File: config.mk
export PLATFORM = sky130hd
export DESIGN_NAME = lock_core_param
export DESIGN_NICKNAME = d
export VERILOG_FILES = /design/src/rtl/lock_pkg.sv /design/src/rtl/btn_debounce.sv /design/src/rtl/lock_core_param.sv
export SDC_FILE = /design/constraint.sdc
export NUM_CORES = 1
export LEC_CHECK = 0
export BUFFER_PORTS_ARGS = -buffer_cell sky130_fd_sc_hd__buf_2
export CAP_MARGIN = 5
export CORE_ASPECT_RATIO = 0.75
export CORE_MARGIN = 2
export CORE_UTILIZATION = 30
export CTS_BUF_LIST = sky130_fd_sc_hd__clkbuf_2
export CTS_CLUSTER_SIZE = 28
export DETAILED_ROUTE_END_ITERATION = 10
export PLACE_DENSITY = 0.58
export SYNTH_ARGS = -nofsm -noshare
export SYNTH_HDL_FRONTEND = slang
export SYNTH_SLANG_ARGS = --single-unit
File: constraint.sdc
create_clock -name clk -period 3.3 [get_ports clk]
set_input_delay 0.33 -clock clk [delete_from_list [all_inputs] [get_ports clk]]
set_output_delay 0.33 -clock clk [all_outputs]
set_load 0.02 [all_outputs]
File: src/rtl/lock_pkg.sv
// Shared types and constants for the parametrised code lock.
package lock_pkg;
  typedef enum logic [1:0] {
    ENTRY   = 2'd0,
    CHECK   = 2'd1,
    OPEN    = 2'd2,
    LOCKOUT = 2'd3
  } lock_state_t;

  localparam logic [2:0] RGB_BLUE  = 3'b001;
  localparam logic [2:0] RGB_GREEN = 3'b010;
  localparam logic [2:0] RGB_RED   = 3'b100;
endpackage

File: src/rtl/btn_debounce.sv
// Button debouncer: one registered pulse once the raw input has been high for
// DEBOUNCE_CYC consecutive cycles, re-armed only after the input goes low.
module btn_debounce #(
  parameter int DEBOUNCE_CYC = 1_000_000
) (
  input  logic clk,
  input  logic gen_rst,
  input  logic raw,
  output logic pulse
);
  localparam int CW = $clog2(DEBOUNCE_CYC + 1);
  localparam logic [CW-1:0] TARGET = CW'(DEBOUNCE_CYC);

  logic [CW-1:0] cnt_r;
  logic          fired_r;

  // Stability counter saturates at TARGET; fired_r blocks repeat pulses while held.
  always_ff @(posedge clk or posedge gen_rst) begin
    if (gen_rst) begin
      cnt_r   <= '0;
      fired_r <= 1'b0;
      pulse   <= 1'b0;
    end else begin
      pulse <= (cnt_r == TARGET) && !fired_r;
      if (!raw) begin
        cnt_r   <= '0;
        fired_r <= 1'b0;
      end else begin
        if (cnt_r != TARGET) cnt_r <= cnt_r + CW'(1);
        else                 cnt_r <= cnt_r;
        if (cnt_r == TARGET) fired_r <= 1'b1;
        else                 fired_r <= fired_r;
      end
    end
  end
endmodule

File: src/rtl/lock_core_param.sv
// Parametrised code lock: debounced digit/ok buttons, password check with
// timed lockout after repeated failures, and password re-programming while open.
module lock_core_param
  import lock_pkg::*;
#(
  parameter int DIGITS       = 4,
  parameter int DIGIT_W      = 4,
  parameter int MAX_ERR      = 3,
  parameter int DEBOUNCE_CYC = 1_000_000,
  parameter int LOCKOUT_CYC  = 100_000_000,
  parameter logic [DIGITS*DIGIT_W-1:0] DEFAULT_PW = '0
) (
  input  logic                              clk,
  input  logic                              gen_rst,
  input  logic                              btn_digit,
  input  logic                              btn_ok,
  input  logic [DIGIT_W-1:0]                sw,
  output logic                              lock_status,
  output logic [DIGITS*DIGIT_W-1:0]         entry_bus,
  output logic [DIGITS*DIGIT_W-1:0]         pw_bus,
  output logic [$clog2(DIGITS+1)-1:0]       digit_cnt,
  output logic [$clog2(MAX_ERR+1)-1:0]      error_count,
  output logic                              enb_inp,
  output logic                              lockout_active,
  output logic [2:0]                        rgb
);
  localparam int BUS_W = DIGITS * DIGIT_W;
  localparam int CNT_W = $clog2(DIGITS + 1);
  localparam int ERR_W = $clog2(MAX_ERR + 1);
  localparam int TMR_W = (LOCKOUT_CYC > 1) ? $clog2(LOCKOUT_CYC) : 1;
  localparam logic [CNT_W-1:0] DIGITS_C  = CNT_W'(DIGITS);
  localparam logic [ERR_W-1:0] MAX_ERR_C = ERR_W'(MAX_ERR);
  localparam logic [TMR_W-1:0] TMR_LOAD  = TMR_W'(LOCKOUT_CYC - 1);

  logic             dig_p;
  logic             ok_p;
  lock_state_t      state_r;
  logic [TMR_W-1:0] tmr_r;
  logic [BUS_W-1:0] entry_shift;
  logic [ERR_W-1:0] err_next;

  btn_debounce #(.DEBOUNCE_CYC(DEBOUNCE_CYC)) u_db_digit (
    .clk(clk), .gen_rst(gen_rst), .raw(btn_digit), .pulse(dig_p)
  );
  btn_debounce #(.DEBOUNCE_CYC(DEBOUNCE_CYC)) u_db_ok (
    .clk(clk), .gen_rst(gen_rst), .raw(btn_ok), .pulse(ok_p)
  );

  // First digit entered drifts to the most significant position.
  assign entry_shift = {entry_bus[BUS_W-DIGIT_W-1:0], sw};
  assign err_next    = error_count + ERR_W'(1);
  assign enb_inp     = ((state_r == ENTRY) || (state_r == OPEN)) && (digit_cnt < DIGITS_C);

  // Lock FSM with its datapath; ok takes priority over a same-cycle digit.
  always_ff @(posedge clk or posedge gen_rst) begin
    if (gen_rst) begin
      state_r        <= ENTRY;
      tmr_r          <= '0;
      lock_status    <= 1'b1;
      entry_bus      <= '0;
      pw_bus         <= DEFAULT_PW;
      digit_cnt      <= '0;
      error_count    <= '0;
      lockout_active <= 1'b0;
      rgb            <= RGB_BLUE;
    end else begin
      case (state_r)
        ENTRY: begin
          if (ok_p) begin
            if (digit_cnt == DIGITS_C) begin
              state_r <= CHECK;
            end else begin
              entry_bus <= '0;
              digit_cnt <= '0;
            end
          end else if (dig_p && (digit_cnt < DIGITS_C)) begin
            entry_bus <= entry_shift;
            digit_cnt <= digit_cnt + CNT_W'(1);
          end
        end
        CHECK: begin
          entry_bus <= '0;
          digit_cnt <= '0;
          if (entry_bus == pw_bus) begin
            state_r     <= OPEN;
            error_count <= '0;
            lock_status <= 1'b0;
            rgb         <= RGB_GREEN;
          end else begin
            error_count <= err_next;
            if (err_next == MAX_ERR_C) begin
              state_r        <= LOCKOUT;
              tmr_r          <= TMR_LOAD;
              lockout_active <= 1'b1;
              rgb            <= RGB_RED;
            end else begin
              state_r <= ENTRY;
            end
          end
        end
        OPEN: begin
          if (ok_p) begin
            entry_bus <= '0;
            digit_cnt <= '0;
            if (digit_cnt == DIGITS_C) begin
              pw_bus      <= entry_bus;
              state_r     <= ENTRY;
              lock_status <= 1'b1;
              rgb         <= RGB_BLUE;
            end else if (digit_cnt == CNT_W'(0)) begin
              state_r     <= ENTRY;
              lock_status <= 1'b1;
              rgb         <= RGB_BLUE;
            end
          end else if (dig_p && (digit_cnt < DIGITS_C)) begin
            entry_bus <= entry_shift;
            digit_cnt <= digit_cnt + CNT_W'(1);
          end
        end
        LOCKOUT: begin
          if (tmr_r == TMR_W'(0)) begin
            state_r        <= ENTRY;
            error_count    <= '0;
            lockout_active <= 1'b0;
            rgb            <= RGB_BLUE;
          end else begin
            tmr_r <= tmr_r - TMR_W'(1);
          end
        end
        default: begin
          state_r        <= ENTRY;
          lock_status    <= 1'b1;
          entry_bus      <= '0;
          digit_cnt      <= '0;
          lockout_active <= 1'b0;
          rgb            <= RGB_BLUE;
        end
      endcase
    end
  end
endmodule

==> flow_metrics.py, run 1 <==
metrics = {
    "global_route": {
        "globalRoute.totalOverflow": 0,
        "grt_start_max_net_pins": 116,
        "grt_first_pass_wirelength_um": 23300,
        "gr-usage-all-layers": 0.136,
        "grt_pass1_vias": 4424,
        "grt_antenna_before_repair": 1,
    },
    "floorplanning": {
        "start_util": 0.304,
        "chipWidth_um": 169,
        "floorplan.core_area_sq_mm": 0.0201,
        "placement_rows": 45,
        "pin_count": 51,
        "fp.dieArea_sq_mm": 0.0215,
        "die_h_um": 128,
    },
    "worst_hold_path": {
        "hp-class": "input pin to register",
        "worst_hold_startpoint": "btn_digit",
    },
    "clock_network": {
        "cts_htree_levels": 4,
        "postcts_setup_bufs": 0,
        "clock_latency_ns": 0.66,
        "tritoncts_num_sinks": 115,
        "clkSlewWorstSetupHoldPaths_ns": 0.18,
        "cts_max_path_buffers": 2,
        "cts_buffers": 17,
        "clock_tree_from_tritoncts": "done",
        "clockRootBuffer": "clkbuf_2",
    },
    "timing": {
        "fin_setup_tns_ns": 0,
        "period_needed_ns": 2.53,
        "grt_setup_unrepaired": "no",
        "max-slew-margin-rel": 0.443,
        "worst_clock_skew_ns": 0.0345,
        "drv_slew": 0,
        "max_slew.worst_pin.slew_ns": 0.824,
        "final-hold-violation-count": 0,
        "max_clock_freq_ghz": 0.395,
        "finalSetupViolCount": 0,
        "timing.final.crit_share": 0.768,
        "finalHoldWorstSlack_ns": 0.0582,
    },
    "final_layout": {
        "layout-area-overhead-vs-synth_pct": 15.4,
        "num-fill-cells": 2048,
        "final_nets": 673,
        "ratio_of_cells_with_drive_above_1_in_the_final_layout": 0.188,
    },
    "worst_setup_path": {
        "slowest_stage": "o41a_4",
        "critPathTopFamily": "simple AND/OR/NAND/NOR gates",
        "worst_ep_required_time_ns": 3.89,
        "worst_setup_path_start_kind": "register",
        "cp_endpoint_kind": "register",
        "path_buf_inv": 1,
        "worst-path-max-fanout": 15,
        "crit_arrival_ns": 3.12,
        "timing_worst_setup_path_type": "register to register",
        "critical_path.startpoint": "entry_bus[10]$_DFFE_PP0P_",
        "worstPathCellList": "xnor2_1, nand4_1, o41a_4, nand3_1, buf_4, nand2_1, mux2i_1",
        "r2r-start": "entry_bus[10]$_DFFE_PP0P_",
        "cpPeakStageDelay_ns": 0.61,
    },
    "logic_synthesis": {
        "syn_area_per_cell_sq_um": 10.5,
        "ys_dominant_reg_cell": "dfrtp_1",
        "postSynth.asyncResetShare": 1.00,
        "synth_top_cell_area_share": 0.463,
        "yosys_warnings": 0,
        "post_synthesis_net_count": 605,
        "synth.cell_area_sq_mm": 0.00611,
        "ys_seq_area_frac": 0.471,
        "postSynthCellCount": 585,
        "ys_seq_elements": 115,
        "ys_top_cells_by_area": "dfrtp_1 (46%), xnor2_1 (6.3%), and2_1 (3.6%), mux2_2 (3.3%), ha_1 (2.5%)",
        "synth.largest_area_cell": "dfrtp_1",
        "number_of_enable_type_register_cells_in_the_synthesized_netlist": 0,
        "ys_types": 65,
    },
    "drt": {
        "postRouteAntennaNets": 0,
        "viasPerCell": 5.02,
        "wl_per_cell_um": 14.7,
        "drt_iter0_drc": 415,
        "totalWireLength_um": 13600,
        "remaining_drc_errors": 0,
        "dr_total_vias": 4634,
        "firstDrtPassIters": 5,
    },
    "place": {
        "globalplace.congestion": 0.795,
        "dpl.hpwl_um": 9320,
        "numPortBuffers": 50,
    },
    "run": {
        "max_cap_violations": 0,
    },
    "status": {
        "run_status": "finished, final reports clean",
    },
    "pwr": {
        "power_density_mw_per_mm2": 370,
        "clock_power_share": 0.428,
        "power.switching_fraction": 0.231,
        "max-vdd-ir-drop_v": 0.000172,
        "cellLeakagePower_nw": 3.30,
        "seq_power_share": 0.546,
        "power_report.internal_total_w": 0.00201,
        "power.combinational.fraction": 0.027,
        "total_power_w": 0.00261,
        "power.net_switching_w": 0.000603,
    },
}
[routing by layer]
layer,share of wire,track usage,vias to the layer above
met2,0.41,0.189,79
met1,0.55,0.207,2270
li1,-,-,2274
met4,0.0078,0.0411,0
met5,0,0,-
met3,0.037,0.0294,11
[layout make-up]
cell class / count / area, sq um / share of cell area
inverter: 28 / 109 / 0.0154
clock inverter: 12 / 188 / 0.0266
sequential: 115 / 2880 / 0.408
antenna: 1 / 2.50 / 0.000355
timing repair buffer: 66 / 398 / 0.0564
clock buffer: 19 / 95.1 / 0.0135
tap: 258 / 323 / 0.0458
multi-input combinational: 425 / 3060 / 0.434
[through the flow]
step | instances | worst slack [ns] | cell area (sq um) | util
after global placement | 886 | 0.763 | 6710 | 0.334
final | 924 | 0.767 | 7060 | 0.351
after detailed placement | 886 | 0.805 | 6710 | 0.334
after CTS | 923 | 0.760 | 7050 | 0.351
after floorplan | 585 | 1.06 | 6120 | -
after global routing | 924 | 0.512 | 7060 | 0.351
[Yosys cell counts, drive strengths merged, types with 3 or more instances]
cell type,number
a211oi,9
a21boi,7
a21o,5
a21oi,15
a22o,10
and2,35
and3,6
and4,15
and4b,3
buf,4
clkbuf,13
dfrtp,113
ha,12
inv,28
mux2,18
mux2i,11
nand2,32
nand2b,3
nand3,28
nand4,22
nor2,39
nor2b,6
nor3,18
nor4,6
nor4b,3
o21a,4
o21ai,20
o31ai,3
o41ai,4
or3,13
or4,3
xnor2,44
xor2,4
[sequential cells by signal (all words and copies together) (netlist names)]
| name | count |
|---|---|
| error_count | 2 |
| u_db_ok.cnt_r | 20 |
| u_db_digit.pulse | 1 |
| state_r | 2 |
| u_db_digit.fired_r | 1 |
| rgb | 3 |
| u_db_ok.pulse | 1 |
| entry_bus | 16 |
| pw_bus | 16 |
| digit_cnt | 3 |
| lock_status | 1 |
| lockout_active | 1 |
| u_db_ok.fired_r | 1 |
| tmr_r | 27 |
| u_db_digit.cnt_r | 20 |
[cells by family after synthesis]
group,share of synthesized area
flops,0.471
mux,0.0512
xor+xnor,0.0688
buf+inv,0.0282
simple gates,0.232
fa+ha+maj,0.0246
compound gates,0.124
[worst reg2reg max path: cells and delay by family, from the launching register on]
family,cells,cell delay [ns]
xor gates and xnor gates,1,0.21
and+or+nand+nor,3,0.80
AOI/OAI and AO/OA,1,0.61
muxes,1,0.12
buffers and inverters,1,0.25
DFF,1,0.47
[path summary, 6_finish.rpt]
path | slack [ns] | endpoint | cells past startpoint
worst max-delay path | 0.77 | tmr_r[11]$_DFFE_PP0P_ | 7
worst min-delay path | 0.06 | u_db_digit.fired_r$_DFFE_PP0P_ | 2
worst max register to register | 0.77 | tmr_r[11]$_DFFE_PP0P_ | 7
worst min register to register | 0.43 | u_db_ok.pulse$_DFF_PP0_ | 1
min in group asynchronous | 0.33 | u_db_digit.cnt_r[11]$_DFFE_PP0P_ | 4
max in group asynchronous | 2.44 | u_db_ok.fired_r$_DFFE_PP0P_ | 4
[cells in the final DEF, fill, tap and decap left out, drive strengths merged, types with 18 or more instances in the layout]
master  instances
clkbuf         19
o21ai          20
nor2           39
buf            60
inv            27
and2           35
dfrtp         113
nand2          32
nand3          28
mux2           18
nand4          22
nor3           18
xnor2          44
[timing repair]
item                      CTS  global route
gates resized for setup     0             0
hold endpoints to repair  120             0
hold buffers                6             0
[power groups by stage]
| stage | clock [W] | sequential (W) | combinational [W] |
|---|---|---|---|
| 6_report | 0.00112 | 0.00142 | 0.0000697 |
| 5_1_grt | 0.00122 | 0.00143 | 0.0000831 |
| 4_1_cts | 0.00115 | 0.00142 | 0.0000734 |
| 3_5_place_dp | 0 | 0.00145 | 0.0000680 |
| 3_3_place_gp | 0 | 0.00145 | 0.0000678 |
| 2_1_floorplan | 0 | 0.00145 | 0.0000462 |
(Power assumes the default switching activity.)
==> inputs of run 2 (changes only) <==
ABC_AREA = 1   (was default)
PLACE_DENSITY = 0.57   (was 0.58)
clock period = 2.4 ns   (was 3.3 ns; I/O delays follow)
==> flow_metrics.py, run 2 <==
metrics = {
    "status": {
        "run_status": "finished, final reports clean",
    },
    "clock_network": {
        "clock_latency_ns": 0.69,
        "cts_max_path_buffers": 2,
        "postcts_setup_bufs": 0,
        "clockRootBuffer": "clkbuf_2",
        "ctsHoldBuffers": 7,
        "tritoncts_num_sinks": 115,
        "cts_resized": 0,
        "clock_tree_from_tritoncts": "done",
        "clkSlewWorstSetupHoldPaths_ns": 0.19,
        "cts_buffers": 17,
        "cts_htree_levels": 4,
    },
    "logic_synthesis": {
        "syn_area_per_cell_sq_um": 7.39,
        "yosys_warnings": 0,
        "number_of_enable_type_register_cells_in_the_synthesized_netlist": 0,
        "synth.cell_area_sq_mm": 0.00631,
        "ys_seq_elements": 115,
        "postSynthCellCount": 854,
        "synth.largest_area_cell": "dfrtp_1",
        "postSynth.asyncResetShare": 1.00,
        "synth_commonest_cells": "nand2_1 (234), nor2_1 (114), dfrtp_1 (113)",
        "synth_top_cell_area_share": 0.448,
        "yosysMostFrequentCell": "nand2_1",
        "ys_top_cells_by_area": "dfrtp_1 (45%), nand2_1 (14%), nor2_1 (6.8%), inv_1 (6.1%), o21ai_0 (5.0%)",
        "ys_seq_area_frac": 0.456,
        "post_synthesis_net_count": 874,
        "ys_dominant_reg_cell": "dfrtp_1",
        "ys_types": 36,
    },
    "floorplanning": {
        "start_util": 0.309,
        "placement_rows": 45,
        "fp.dieArea_sq_mm": 0.0222,
        "die_h_um": 130,
        "pin_count": 51,
        "chipWidth_um": 172,
        "floorplan.core_area_sq_mm": 0.0204,
    },
    "worst_setup_path": {
        "cp_endpoint_kind": "register",
        "worstPathCellList": "inv_1, ha_1, nand2_2, nor2_4, nand2_1, nor2_2, nand2_1, nand3_2, buf_12, nand2_1, o21ai_2",
        "crit_arrival_ns": 2.60,
        "cpPeakStageDelay_ns": 0.43,
        "worst-path-max-fanout": 35,
        "path_buf_inv": 2,
        "worst_setup_path_start_kind": "register",
        "critPathTopFamily": "simple AND/OR/NAND/NOR gates",
        "cpMostUsedCell": "nand2_1",
        "worst_ep_required_time_ns": 3.00,
        "slowest_stage": "dfrtp_1",
        "timing_worst_setup_path_type": "register to register",
    },
    "global_route": {
        "grt_first_pass_wirelength_um": 25100,
        "grt_start_max_net_pins": 38,
        "grt_antenna_before_repair": 1,
        "grt_pass1_vias": 5068,
        "globalRoute.totalOverflow": 0,
        "gr-usage-all-layers": 0.142,
    },
    "timing": {
        "timing.final.crit_share": 0.836,
        "post-route-worst-setup-slack_ns": 0.393,
        "drv_slew": 0,
        "fin_setup_tns_ns": 0,
        "max_slew.worst_pin.slew_ns": 0.616,
        "max_clock_freq_ghz": 0.498,
        "finalSetupViolCount": 0,
        "grt_setup_unrepaired": "no",
        "finalHoldWorstSlack_ns": 0.149,
        "max-slew-margin-rel": 0.588,
        "final-hold-violation-count": 0,
        "period_needed_ns": 2.01,
        "worst_clock_skew_ns": 0.0420,
    },
    "pwr": {
        "seq_power_share": 0.566,
        "power.net_switching_w": 0.000901,
        "power.switching_fraction": 0.260,
        "clock_power_share": 0.402,
        "total_power_w": 0.00347,
        "max-vdd-ir-drop_v": 0.000198,
        "power_density_mw_per_mm2": 477,
        "cellLeakagePower_nw": 3.58,
        "power.combinational.fraction": 0.033,
        "power_report.internal_total_w": 0.00257,
    },
    "final_layout": {
        "largest_register_ffs": 27,
        "num-fill-cells": 2182,
        "final_nets": 945,
        "ratio_of_cells_with_drive_above_1_in_the_final_layout": 0.129,
        "layout.cells.most_common": "nand2_1",
        "final_cell_mix": "nand2_1 (234), nor2_1 (114), dfrtp_1 (113)",
        "layout-area-overhead-vs-synth_pct": 15.2,
        "registers.top_by_ff_count": "tmr_r",
        "reg_top3": "tmr_r: 27 flops, u_db_digit.cnt_r: 20 flops, u_db_ok.cnt_r: 20 flops",
    },
    "place": {
        "setup_ws_pre_cts_ns": 0.413,
        "globalplace.congestion": 0.822,
        "numPortBuffers": 50,
        "dpl.hpwl_um": 10600,
    },
    "drt": {
        "postRouteAntennaNets": 0,
        "wl_per_cell_um": 11.9,
        "totalWireLength_um": 14500,
        "drt_iter0_drc": 423,
        "viasPerCell": 4.44,
        "firstDrtPassIters": 5,
        "remaining_drc_errors": 0,
        "dr_total_vias": 5427,
    },
    "run": {
        "max_cap_violations": 0,
    },
    "worst_hold_path": {
        "hp-class": "input pin to asynchronous set/reset pin",
    },
}
==> run 2: worst paths after layout <==
kind                       cells past startpoint                         endpoint                         from  slack [ns]
max                                           11            tmr_r[12]$_DFFE_PP0P_         tmr_r[0]$_DFFE_PP0P_        0.39
max in group asynchronous                      4          lock_status$_DFFE_PP1P_                      gen_rst        1.59
min in group clk                               4         entry_bus[3]$_DFFE_PP0P_                        sw[3]        0.33
min                                            3  u_db_digit.cnt_r[9]$_DFFE_PP0P_                      gen_rst        0.15
max reg2reg                                   11            tmr_r[12]$_DFFE_PP0P_         tmr_r[0]$_DFFE_PP0P_        0.39
min reg2reg                                    1          u_db_ok.pulse$_DFF_PP0_  u_db_ok.fired_r$_DFFE_PP0P_        0.45
==> run 2: worst register-to-register path: cells and delay by family (launching register included) <==
kind	cells	cell delay (ns)
buf+inv	2	0.32
compound gates	1	0.06
flops	1	0.43
fa+ha+maj	1	0.22
simple gates	7	0.93
==> run 2: metrics by stage <==
step	area, sq um	cells	util
floorplan	6320	854	-
global placement	6950	1181	0.340
detailed placement	6950	1181	0.340
CTS	7270	1220	0.356
global route	7280	1221	0.356
finish	7280	1221	0.356
==> run 2: layout make-up <==
type                    count  area (sq um)  share of cell area
multi-input cells         616          2940               0.403
flip-flops and latches    115          2880               0.396
repair buffers             70           455              0.0626
inverters                 105           398              0.0547
well taps                 282           353              0.0485
clock inverters            14           161              0.0222
clock buffers              18          90.1              0.0124
diodes                      1          2.50            0.000344
==> run 2: cell families (layout without fill, tap and decap cells) <==
kind of cell / after synthesis / after routing / synth area share
DFF: 115 / 115 / 0.456
and+or+nand+nor: 467 / 467 / 0.315
buffers and inverters: 123 / 207 / 0.0789
other: 0 / 1 / 0
AOI/OAI and AO/OA: 121 / 121 / 0.104
xor gates and xnor gates: 16 / 16 / 0.0222
adders and majority gates: 12 / 12 / 0.0238
==> run 2: power groups by stage <==
stage | registers (W) | clock network (W) | logic (W)
floorplan | 0.00199 | 0 | 0.0000681
detailed placement | 0.00199 | 0 | 0.000110
global placement | 0.00199 | 0 | 0.000109
CTS | 0.00196 | 0.00144 | 0.000119
global route | 0.00196 | 0.00153 | 0.000135
finish | 0.00196 | 0.00139 | 0.000114
==> run 2: per-layer routing <==
layer  GRT usage  part of all wire  wire, um
met2       0.191              0.38      5560
met3      0.0299             0.043       627
met5           0                 0         0
met4      0.0449             0.012       176
met1       0.221              0.56      8160
==> inputs of run 3 (changes only) <==
clock period = 2 ns   (was 2.4 ns; I/O delays follow)
==> flow_metrics.py, run 3 (same netlist as run 2, synthesis figures left out) <==
metrics = {
    "status": {
        "run_status": "finished, final reports clean",
    },
    "timing": {
        "worst_clock_skew_ns": 0.0463,
        "finalHoldWorstSlack_ns": 0.291,
        "max-slew-margin-rel": 0.634,
        "fin_setup_tns_ns": 0,
        "max_slew.worst_pin.slew_ns": 0.541,
        "finalSetupViolCount": 0,
        "period_needed_ns": 1.84,
        "final-hold-violation-count": 0,
        "drv_slew": 0,
        "timing.final.crit_share": 0.922,
        "max_clock_freq_ghz": 0.543,
    },
    "final_layout": {
        "registers.top_by_ff_count": "tmr_r",
        "reg_top3": "tmr_r: 27 flops, u_db_digit.cnt_r: 20 flops, u_db_ok.cnt_r: 20 flops",
        "ratio_of_cells_with_drive_above_1_in_the_final_layout": 0.150,
        "num-fill-cells": 2195,
        "final_nets": 959,
        "final_cell_mix": "nand2_1 (233), dfrtp_1 (113), nor2_1 (111)",
        "largest_register_ffs": 27,
        "layout.cells.most_common": "nand2_1",
        "layout-area-overhead-vs-synth_pct": 18.7,
    },
    "worst_setup_path": {
        "timing_worst_setup_path_type": "register to register",
        "worst_ep_required_time_ns": 2.57,
        "worst_r2r_path_depth": 11,
        "r2r-start": "tmr_r[23]$_DFFE_PP0P_",
        "worst_setup_path_start_kind": "register",
        "cp_endpoint_kind": "register",
        "crit_arrival_ns": 2.42,
        "r2r-end": "tmr_r[18]$_DFFE_PP0P_",
        "worst-r2r-setup-slack_ns": 0.16,
        "worst-path-max-fanout": 12,
    },
    "pwr": {
        "power.net_switching_w": 0.00118,
        "max-vdd-ir-drop_v": 0.000313,
        "clock_power_share": 0.403,
        "power_report.internal_total_w": 0.00300,
        "total_power_w": 0.00418,
        "cellLeakagePower_nw": 3.69,
        "seq_power_share": 0.564,
        "power.combinational.fraction": 0.034,
        "power_density_mw_per_mm2": 557,
        "power.switching_fraction": 0.282,
    },
    "worst_hold_path": {
        "worstHoldEndpoint": "entry_bus[0]$_DFFE_PP0P_",
        "hp-class": "input pin to register",
        "worst_hold_startpoint": "sw[0]",
        "hold_path_depth": 4,
    },
    "drt": {
        "wl_per_cell_um": 12.0,
        "firstDrtPassIters": 5,
        "dr_total_vias": 5660,
        "viasPerCell": 4.57,
        "postRouteAntennaNets": 0,
        "drt_iter0_drc": 454,
        "totalWireLength_um": 14900,
        "remaining_drc_errors": 0,
    },
    "place": {
        "dpl.hpwl_um": 10600,
        "globalplace.congestion": 0.833,
        "numPortBuffers": 50,
    },
    "global_route": {
        "grt_start_max_net_pins": 48,
        "grt_first_pass_wirelength_um": 25300,
        "grt_pass1_vias": 5105,
        "gr-usage-all-layers": 0.142,
        "globalRoute.totalOverflow": 0,
        "grt_antenna_before_repair": 1,
    },
    "run": {
        "max_cap_violations": 0,
    },
    "floorplanning": {
        "placement_rows": 45,
        "chipWidth_um": 172,
        "pin_count": 51,
        "die_h_um": 130,
        "floorplan.core_area_sq_mm": 0.0204,
        "fp.dieArea_sq_mm": 0.0222,
        "start_util": 0.309,
    },
    "clock_network": {
        "clkSlewWorstSetupHoldPaths_ns": 0.23,
        "cts_buffers": 17,
        "clockRootBuffer": "clkbuf_2",
        "clock_latency_ns": 0.68,
        "cts_htree_levels": 4,
        "clock_tree_from_tritoncts": "done",
        "tritoncts_num_sinks": 115,
        "cts_max_path_buffers": 2,
    },
}
run 3: layout make-up:
cell class	count	area [sq um]	area share
multi-input combinational	616	2980	0.397
sequential	115	2880	0.384
timing repair buffer	84	623	0.0831
inverter	105	398	0.0531
tap	282	353	0.0471
clock inverter	15	173	0.0230
clock buffer	17	85.1	0.0113
antenna	4	10.0	0.00134
run 3: worst max-delay path by stage:
stage	cells after the start	slack [ns]	startpoint	endpoint
6_report	11	0.16	tmr_r[23]$_DFFE_PP0P_	tmr_r[18]$_DFFE_PP0P_
5_1_grt	12	-0.008	entry_bus[9]$_DFFE_PP0P_	tmr_r[1]$_DFFE_PP0P_
4_1_cts	12	0.08	tmr_r[0]$_DFFE_PP0P_	tmr_r[1]$_DFFE_PP0P_
3_5_place_dp	12	0.11	tmr_r[0]$_DFFE_PP0P_	tmr_r[18]$_DFFE_PP0P_
3_3_place_gp	12	0.15	tmr_r[0]$_DFFE_PP0P_	tmr_r[0]$_DFFE_PP0P_
2_1_floorplan	8	0.19	digit_cnt[0]$_DFFE_PP0P_	entry_bus[10]$_DFFE_PP0P_
run 3: power groups by stage:
stage | clock [W] | combinational (W) | sequential, W
floorplan | 0 | 0.0000817 | 0.00239
global placement | 0 | 0.000132 | 0.00239
detailed placement | 0 | 0.000133 | 0.00239
CTS | 0.00174 | 0.000145 | 0.00235
global route | 0.00186 | 0.000163 | 0.00236
finish | 0.00168 | 0.000140 | 0.00235
run 3: through the flow:
stage               utilization  instances  instance area, sq um  setup WS, ns
detailed placement        0.343       1185                  7010         0.106
global route              0.367       1238                  7500      -0.00763
CTS                       0.359       1224                  7330        0.0789
finish                    0.367       1238                  7500         0.157
global placement          0.343       1185                  7010         0.146
floorplan                     -        854                  6320         0.192
run 3: repair_timing:
item | in CTS | in global routing
endpoints found under the hold margin | 157 | 1
gates resized for setup | 0 | 10
setup endpoints to repair | 0 | 19
hold buffers | 7 | 1
buffers inserted | 0 | 7
run 3: worst max-delay path, cell delays in order (launching register included):
cell     delay, ns
dfrtp_1       0.46
nor2_1        0.24
nand2_1       0.09
nor2_1        0.18
nand2_1       0.09
nor2_2        0.10
nand2_1       0.09
nand3_4       0.15
buf_12        0.15
inv_2         0.08
nand2_1       0.06
nand2_1       0.04
run 3: metal layers:
| metal | track usage | up-vias | wire, um |
|---|---|---|---|
| met5 | 0 | - | 0 |
| met2 | 0.196 | 115 | 5770 |
| met1 | 0.220 | 2606 | 8370 |
| li1 | - | 2930 | - |
| met4 | 0.0374 | 0 | 121 |
| met3 | 0.0302 | 9 | 652 |
